===== src/rtl/average_pooling_engine.sv =====
// Average-pooling engine: scans the 1-bit canvas in POOL x POOL blocks and writes
// one saturated PIX_W-bit intensity per block into the pooled-image buffer.
module average_pooling_engine #(
    parameter int unsigned CANVAS_SIDE = 224,
    parameter int unsigned OUT_SIDE    = 28,
    parameter int unsigned POOL        = 8,
    parameter int unsigned ADDR_W      = 16,
    parameter int unsigned OUT_ADDR_W  = 10,
    parameter int unsigned PIX_W       = 8
) (
    input  logic                  clk,
    input  logic                  reset,
    input  logic                  en,
    input  logic                  start,
    output logic                  done,
    output logic                  canvas_rd_en,
    output logic [ADDR_W-1:0]     canvas_rd_addr,
    input  logic                  canvas_rd_data,
    output logic                  pool_wr_en,
    output logic [OUT_ADDR_W-1:0] pool_wr_addr,
    output logic [PIX_W-1:0]      pool_wr_data
);

    localparam int unsigned BLK_W    = $clog2(OUT_SIDE);
    localparam int unsigned IN_W     = $clog2(POOL);
    localparam int unsigned AREA     = POOL * POOL;
    localparam int unsigned LOG_AREA = $clog2(AREA);
    localparam int unsigned SUM_W    = LOG_AREA + 1;
    localparam int unsigned SHIFT    = PIX_W - LOG_AREA;
    localparam int unsigned SCALE_W  = PIX_W + 1;

    localparam logic [SCALE_W-1:0] PIX_MAX  = SCALE_W'((32'd1 << PIX_W) - 32'd1);
    localparam logic [BLK_W-1:0]   BLK_LAST = BLK_W'(OUT_SIDE - 1);
    localparam logic [IN_W-1:0]    IN_LAST  = IN_W'(POOL - 1);

    typedef enum logic [2:0] {
        S_IDLE,
        S_SCAN,
        S_DRAIN,
        S_WRITE,
        S_DONE
    } state_t;

    state_t                  state_q, state_d;
    logic [BLK_W-1:0]        bx_q, bx_d, by_q, by_d;
    logic [IN_W-1:0]         ix_q, ix_d, iy_q, iy_d;
    logic [SUM_W-1:0]        acc_q, acc_d;
    logic                    rd_vld_q;
    logic                    rd_en_q, rd_en_d;
    logic [ADDR_W-1:0]       rd_addr_q, rd_addr_d;
    logic                    wr_en_q, wr_en_d;
    logic [OUT_ADDR_W-1:0]   wr_addr_q, wr_addr_d;
    logic [PIX_W-1:0]        wr_data_q, wr_data_d;
    logic                    done_q, done_d;

    logic [SUM_W-1:0]        acc_sum;
    logic [SCALE_W-1:0]      scaled;
    logic [PIX_W-1:0]        sat_pix;
    logic                    issue;
    logic [31:0]             x_d, y_d;

    // Next-state, counter and registered-output logic
    always_comb begin
        state_d   = state_q;
        bx_d      = bx_q;
        by_d      = by_q;
        ix_d      = ix_q;
        iy_d      = iy_q;
        acc_d     = acc_q;
        rd_en_d   = 1'b0;
        rd_addr_d = rd_addr_q;
        wr_en_d   = 1'b0;
        wr_addr_d = wr_addr_q;
        wr_data_d = wr_data_q;
        done_d    = done_q;
        issue     = 1'b0;

        // The pixel returned for last cycle's read joins the running block sum
        acc_sum = acc_q + SUM_W'(rd_vld_q & canvas_rd_data);
        scaled  = SCALE_W'(acc_sum) << SHIFT;
        sat_pix = (scaled > PIX_MAX) ? PIX_W'(PIX_MAX) : PIX_W'(scaled);

        case (state_q)
            S_IDLE, S_DONE: begin
                if (start) begin
                    state_d = S_SCAN;
                    done_d  = 1'b0;
                    bx_d    = '0;
                    by_d    = '0;
                    ix_d    = '0;
                    iy_d    = '0;
                    acc_d   = '0;
                    issue   = 1'b1;
                end
            end
            S_SCAN: begin
                acc_d = acc_sum;
                if (ix_q == IN_LAST && iy_q == IN_LAST) begin
                    state_d = S_DRAIN;
                end else begin
                    issue = 1'b1;
                    if (ix_q == IN_LAST) begin
                        ix_d = '0;
                        iy_d = iy_q + IN_W'(1);
                    end else begin
                        ix_d = ix_q + IN_W'(1);
                    end
                end
            end
            S_DRAIN: begin
                acc_d     = acc_sum;
                state_d   = S_WRITE;
                wr_en_d   = 1'b1;
                wr_addr_d = OUT_ADDR_W'(32'(by_q) * OUT_SIDE + 32'(bx_q));
                wr_data_d = sat_pix;
            end
            S_WRITE: begin
                acc_d = '0;
                ix_d  = '0;
                iy_d  = '0;
                if (bx_q == BLK_LAST && by_q == BLK_LAST) begin
                    state_d = S_DONE;
                    done_d  = 1'b1;
                end else begin
                    state_d = S_SCAN;
                    issue   = 1'b1;
                    if (bx_q == BLK_LAST) begin
                        bx_d = '0;
                        by_d = by_q + BLK_W'(1);
                    end else begin
                        bx_d = bx_q + BLK_W'(1);
                    end
                end
            end
            default: begin
                state_d = S_IDLE;
            end
        endcase

        x_d = 32'(bx_d) * POOL + 32'(ix_d);
        y_d = 32'(by_d) * POOL + 32'(iy_d);
        if (issue) begin
            rd_en_d   = 1'b1;
            rd_addr_d = ADDR_W'(y_d * CANVAS_SIDE + x_d);
        end
    end

    // State and output registers; frozen while en is low
    always_ff @(posedge clk or posedge reset) begin
        if (reset) begin
            state_q   <= S_IDLE;
            bx_q      <= '0;
            by_q      <= '0;
            ix_q      <= '0;
            iy_q      <= '0;
            acc_q     <= '0;
            rd_vld_q  <= 1'b0;
            rd_en_q   <= 1'b0;
            rd_addr_q <= '0;
            wr_en_q   <= 1'b0;
            wr_addr_q <= '0;
            wr_data_q <= '0;
            done_q    <= 1'b0;
        end else if (en) begin
            state_q   <= state_d;
            bx_q      <= bx_d;
            by_q      <= by_d;
            ix_q      <= ix_d;
            iy_q      <= iy_d;
            acc_q     <= acc_d;
            rd_vld_q  <= rd_en_q;
            rd_en_q   <= rd_en_d;
            rd_addr_q <= rd_addr_d;
            wr_en_q   <= wr_en_d;
            wr_addr_q <= wr_addr_d;
            wr_data_q <= wr_data_d;
            done_q    <= done_d;
        end
    end

    // Strobes are masked during a stall so a held request is reissued, not duplicated
    assign canvas_rd_en   = rd_en_q & en;
    assign canvas_rd_addr = rd_addr_q;
    assign pool_wr_en     = wr_en_q & en;
    assign pool_wr_addr   = wr_addr_q;
    assign pool_wr_data   = wr_data_q;
    assign done           = done_q;

endmodule


===== config.mk =====
export PLATFORM = sky130hd
export DESIGN_NAME = average_pooling_engine
export DESIGN_NICKNAME = d
export VERILOG_FILES = /design/src/rtl/average_pooling_engine.sv
export SDC_FILE = /design/constraint.sdc
export NUM_CORES = 1
export LEC_CHECK = 0
export BUFFER_PORTS_ARGS = -buffer_cell sky130_fd_sc_hd__clkbuf_2
export CAP_MARGIN = 5
export CORE_MARGIN = 1.5
export CORE_UTILIZATION = 55
export DETAILED_ROUTE_END_ITERATION = 16
export PLACE_DENSITY = 0.75
export SETUP_SLACK_MARGIN = 0.4
export SLEW_MARGIN = 5
export SYNTH_ARGS = -nofsm -noshare
export SYNTH_HDL_FRONTEND = slang
export SYNTH_SLANG_ARGS = --single-unit

===== constraint.sdc =====
create_clock -name clk -period 7.5 [get_ports clk]
set_input_delay 0.375 -clock clk [delete_from_list [all_inputs] [get_ports clk]]
set_output_delay 0.375 -clock clk [all_outputs]
set_load 0.03 [all_outputs]

After elaboration in Yosys (flattened, before gate mapping)
Index checks and enable logic that the tools add are counted.
W data, S select, Z words.
{"block": "classes", "reduce_logical": 12, "add_sub_neg": 9, "n_eq_ne": 11, "n_lt_le_gt_ge": 1, "multipliers": 2, "n_mux": 32, "bitwise_logic": 3}
{"operator": "$mux W5", "n": 6}
{"operator": "$mux W3", "n": 9}
{"operator": "$pmux W7 S3", "n": 1}
{"operator": "$pmux W5 S2", "n": 2}
{"operator": "$add A8 B3 Y9", "n": 2}
{"operator": "$pmux W3 S3", "n": 2}
{"operator": "$add A16 B9 Y16", "n": 1}
{"operator": "$pmux W3 S4", "n": 1}
{"operator": "$mul A9 B3 Y11 const B", "n": 1}
{"operator": "$add A10 B5 Y10", "n": 1}
{"operator": "$add A5 B1 Y5 const B", "n": 2}
{"operator": "$eq A5 B5 Y1 const B", "n": 2}
{"operator": "$eq A3 B3 Y1 const B", "n": 3}
{"operator": "$gt A9 B8 Y1 const B", "n": 1}
{"operator": "$mul A5 B3 Y8 const B", "n": 1}
{"operator": "$mux W8", "n": 1}
{"operator": "$add A7 B1 Y7", "n": 1}
{"operator": "$mux W1", "n": 7}
{"operator": "$mux W7", "n": 1}
{"operator": "$add A3 B1 Y3 const B", "n": 2}
{"operator": "$eq A3 B2 Y1 const B", "n": 2}
{"operator": "$ne A2 B2 Y1 const B", "n": 3}
{"operator": "$reduce_and A3 Y1", "n": 2}
{"operator": "$reduce_and A2 Y1", "n": 2}
{"operator": "10 further kinds", "n": 14}
{"block": "word_totals", "register_bits": 64, "word_cells": 83}

Logic depth before layout (Yosys ltp)
{"block": "depth", "depth_word": 7, "mapped_depth": 18}

Worst setup path after synthesis
No wires, ideal clock.
{"block": "synth_path", "kind": "flip-flop to flip-flop", "start": "register by_q[2]", "end": "register rd_addr_q[15], in the netlist canvas_rd_addr[15]", "path_stages_with_launch": 13, "path_buffers": 0, "setup_slack_ns": 3.506, "required_ns": 7.376, "arrival_ns": 3.870, "path_cell_list": "dfrtp_1 inv_1 ha_1 and3_1 nor3_4 mux2i_1 fa_1 fa_1 o21ai_0 nor4_4 and3_4 and4_4 o31ai_2"}
{"block": "synth_via", "elab_chain_len": 7}
{"item": "start, declared", "line_no": "45", "rtl": "logic [BLK_W-1:0] bx_q, bx_d, by_q, by_d;"}
{"item": "start signal, assigned", "line_no": "167", "rtl": "by_q <= by_d;"}
{"item": "$eq A5 B5 Y1", "line_no": "121", "rtl": "if (bx_q == BLK_LAST && by_q == BLK_LAST) begin"}
{"item": "$logic_and A1 B1 Y1", "line_no": "121"}
{"item": "$mux W5", "line_no": "121"}
{"item": "$pmux W5 S2", "line_no": "83", "rtl": "case (state_q)"}
{"item": "named net by_d[0]", "line_no": "45"}
{"item": "$add A8 B3 Y9", "line_no": "141", "rtl": "y_d = 32'(by_d) * POOL + 32'(iy_d);"}
{"item": "$mul A9 B3 Y11", "line_no": "144", "rtl": "rd_addr_d = ADDR_W'(y_d * CANVAS_SIDE + x_d);"}
{"item": "$add A16 B9 Y16", "line_no": "144"}
{"item": "end signal, assigned", "line_no": "173", "rtl": "rd_addr_q <= rd_addr_d;"}
{"item": "end, declared", "line_no": "50", "rtl": "logic [ADDR_W-1:0] rd_addr_q, rd_addr_d;"}
The timed path passes the listed nets, and every way through them passes these cells.
A chain may end at the register's enable or synchronous reset.

Final worst setup path
Ends and elaborated chain as after synthesis.

==> run metrics <==
outcome completed; DRT Pass-1 Iters 4; Max Cap Viol 0; CP peak stage delay 0.63 ns; first-pass GRT wire length 14160 um; Root Buffer clkbuf_8; Comb power frac 42.9%; CP most frequent cell fa_1; post-CTS sizing 0; Worst Skew 0.009650 ns; Final Critical Period 4.368 ns; Main synth FF type dfrtp_1; Final #Nets 516; Initial Util 57.12%; Placed Area 4447 um^2; Pwr per Cell Area 306.1 nW/um^2; Die W 90.03 um; PortBufs 41; worst-margin pin slew 0.9070 ns; synthesized flop and latch total 63; CTS Hold Buffers Added 0; finished layout cell area 4632 um^2; clock buffer depth 2; crit-path cells inv_1 > ha_1 > and3_1 > nor3_4 > mux2i_1 > fa_1 > fa_1 > o21ai_0 > nor4_4 > and3_4 > and4_4 > o31ai_2; Netlist cell types 58; diodes inserted 0; Final Hold Vio Count 0; sequential share of the synthesized area 37.85%; period utilization 58.24%; Core Box Area 7292 um^2; number of global-route vias before repair 3115; die span in y 90.03 um; total track usage 21.45%; Cells after Synth 422; Peak VDD IR 0.0001283 V; leakage power 2.424 nW; CP Capture Type flip-flop; H-tree depth 3; FP Rows 31; drc violations 0; cts bufs inserted 9; largest net degree at the start of global routing 64; Area growth syn-to-layout 11.20%; Post-DRT Antenna Nets 0; gr ovfl total 0; worst reg2reg path startpoint by_q[2]; Crit. Startpoint by_q[2]; post-synth net total 475; HP Class input port to asynchronous set/reset pin; Worst slew margin 38.74%; routed vias 3167; CP max stage cell fa_1; layout cells sized above 1 18.03%; Worst EP required 7.70 ns; clk sinks 63; Clk pwr share 20.2%; Post-synth EDFFs 0; fin. max-slew vios 0; wire per inst 14.01 um; DPL Wire Length 5814 um; share of flip-flops with an asynchronous set or reset 100.0%; Total Wirelength 7915 um; die area 8105 um^2; Post-Syn Area 4165 um^2; CP startpoint kind flip-flop; Worst EP arrival 4.57 ns; antenna violations before repair 0; CP Class flip-flop to flip-flop; I/O pin count 42; Flop pwr share 36.9%; Net Sw Power 0.0006168 W; Peak Freq 0.2289 GHz; Switching Fraction 43.50%; post-route setup slack 3.132 ns; Placement Setup Slack 3.138 ns; Setup Buffers After CTS 0; Clk pin slew, worst setup/hold paths 0.07 ns; Vias per Instance 5.605; worst-path maximum fanout 8; Int Power 0.0008010 W; RSZ-0062 raised after global routing false; Initial DRC Count 199; setup_tns 0 ns; final setup vio count 0; mean post-synth cell area 9.870 um^2; Clock Latency Late Sink 0.34 ns; gpl congestion 0.8159; CTS tree yes; Synth warnings 0
sequential cells by signal, indices dropped and copies added (netlist names):
register and flops:
acc_q 7, rd_en_q 1, canvas_rd_addr 16, ix_q 3, rd_vld_q 1, by_q 5
wr_en_q 1, done 1, pool_wr_data 7, iy_q 3, pool_wr_addr 10, state_q 3
bx_q 5
cell usage in the layout, fill, tap and decap left out, types with 2 or more instances in the layout:
| cell | netlist | layout |
|---|---|---|
| a21o_1 | 19 | 19 |
| a21oi_1 | 13 | 13 |
| a22o_1 | 3 | 3 |
| a31oi_1 | 7 | 7 |
| a32o_1 | 2 | 2 |
| and2_1 | 5 | 5 |
| and3_1 | 5 | 5 |
| buf_4 | 2 | 2 |
| clkbuf_2 | 0 | 41 |
| clkbuf_8 | 0 | 10 |
| clkinv_2 | 0 | 2 |
| dfrtp_1 | 63 | 63 |
| fa_1 | 10 | 10 |
| ha_1 | 38 | 38 |
| inv_1 | 14 | 13 |
| inv_2 | 1 | 2 |
| mux2_2 | 10 | 10 |
| mux2i_1 | 2 | 2 |
| nand2_1 | 65 | 65 |
| nand2b_1 | 3 | 3 |
| nand3_1 | 9 | 9 |
| nor2_1 | 25 | 25 |
| nor2b_1 | 2 | 2 |
| nor3_1 | 6 | 6 |
| nor3b_1 | 2 | 2 |
| o211ai_1 | 3 | 3 |
| o21ai_0 | 38 | 38 |
| o21ai_1 | 2 | 2 |
| o21bai_1 | 2 | 2 |
| o31ai_1 | 2 | 2 |
| xnor2_1 | 18 | 18 |
| xor2_1 | 14 | 14 |
power by group through the flow:
| stage | sequential [W] | combinational (W) | clock (W) |
|---|---|---|---|
| global route | 0.000539 | 0.000677 | 0.000312 |
| detailed placement | 0.000531 | 0.000609 | 0 |
| global placement | 0.000523 | 0.000592 | 0 |
| finish | 0.000524 | 0.000608 | 0.000286 |
| CTS | 0.000525 | 0.000612 | 0.000295 |
| floorplan | 0.000635 | 0.000352 | 0 |
cells in the mapped netlist, drive strengths merged, types with 2 or more instances:
library cell	n	area [um^2]
a32o	2	20.02
fa	10	200.2
mux2	10	112.6
nand3	9	45.04
nor2	25	93.84
nand2b	3	18.77
clkbuf	4	15.01
nor4	2	27.53
xor2	14	122.6
buf	9	47.54
a22o	3	26.28
and2	6	38.79
nor3	7	46.30
nor2b	2	12.51
mux2i	3	42.54
nor3b	2	15.01
a21oi	13	65.06
o21ai	40	200.2
nand3b	2	27.53
dfrtp	63	1577
a31oi	7	43.79
o41ai	2	25.03
o211ai	3	22.52
o31ai	3	27.52
xnor2	18	157.7
and3	6	42.54
o21bai	2	15.01
inv	15	56.30
nand2	65	244.0
ha	38	475.5
a21o	19	142.6
worst max-delay path: cells and delay by family (launching register included):
family	cells	cell delay, ns
adders and majority gates	3	1.43
DFF	1	0.56
muxes	1	0.58
AOI/OAI and AO/OA	2	0.28
and+or+nand+nor	5	1.22
buffers and inverters	1	0.15
area by class of cell:
type                    count  area (um^2)
fillers                   640         2660
multi-input cells         331         2470
well taps                  99        123.9
clock inverters             4        47.55
flip-flops and latches     63         1577
inverters                  15        56.30
repair buffers             43        220.2
clock buffers              10        137.6
routing by layer:
metal,up-vias,part of all wire (%),global-route usage (%)
met5,-,0,0
met4,0,1.6,8.598
met3,11,3.6,4.146
met2,69,48,35.54
met1,1532,47,27.58
li1,1555,-,-
stage by stage:
stage,util (%),power [W],hold slack [ns],std cells
final,63.52,0.001418,0.2481,565
after global routing,63.52,0.001529,0.3123,565
after CTS,63.52,0.001433,0.2645,565
after detailed placement,60.98,0.001140,0.4633,551
after global placement,60.98,0.001115,0.4577,551
after floorplan,-,0.0009875,0.4563,422
final timing paths:
path                                      end  slack (ns)  depth (start not counted)
min in group clk                   state_q[2]        0.37                          4
setup reg to reg           canvas_rd_addr[15]        3.13                         12
max in group asynchronous             bx_q[1]        6.75                          3
hold reg to reg               pool_wr_addr[1]        0.47                          2
hold / removal                       acc_q[0]        0.25                          3
setup / recovery           canvas_rd_addr[15]        3.13                         12
cells by family (layout without fill, tap and decap cells):
| family | after synthesis | count (layout) | share of synthesized area, % |
|---|---|---|---|
| DFF | 63 | 63 | 37.85 |
| adders and majority gates | 48 | 48 | 16.22 |
| buffers and inverters | 28 | 72 | 2.853 |
| muxes | 13 | 13 | 3.725 |
| xor gates and xnor gates | 32 | 32 | 6.729 |
| and+or+nand+nor | 135 | 135 | 16.25 |
| AOI/OAI and AO/OA | 103 | 103 | 16.37 |
No activity file was read; power rests on OpenSTA's default activity.
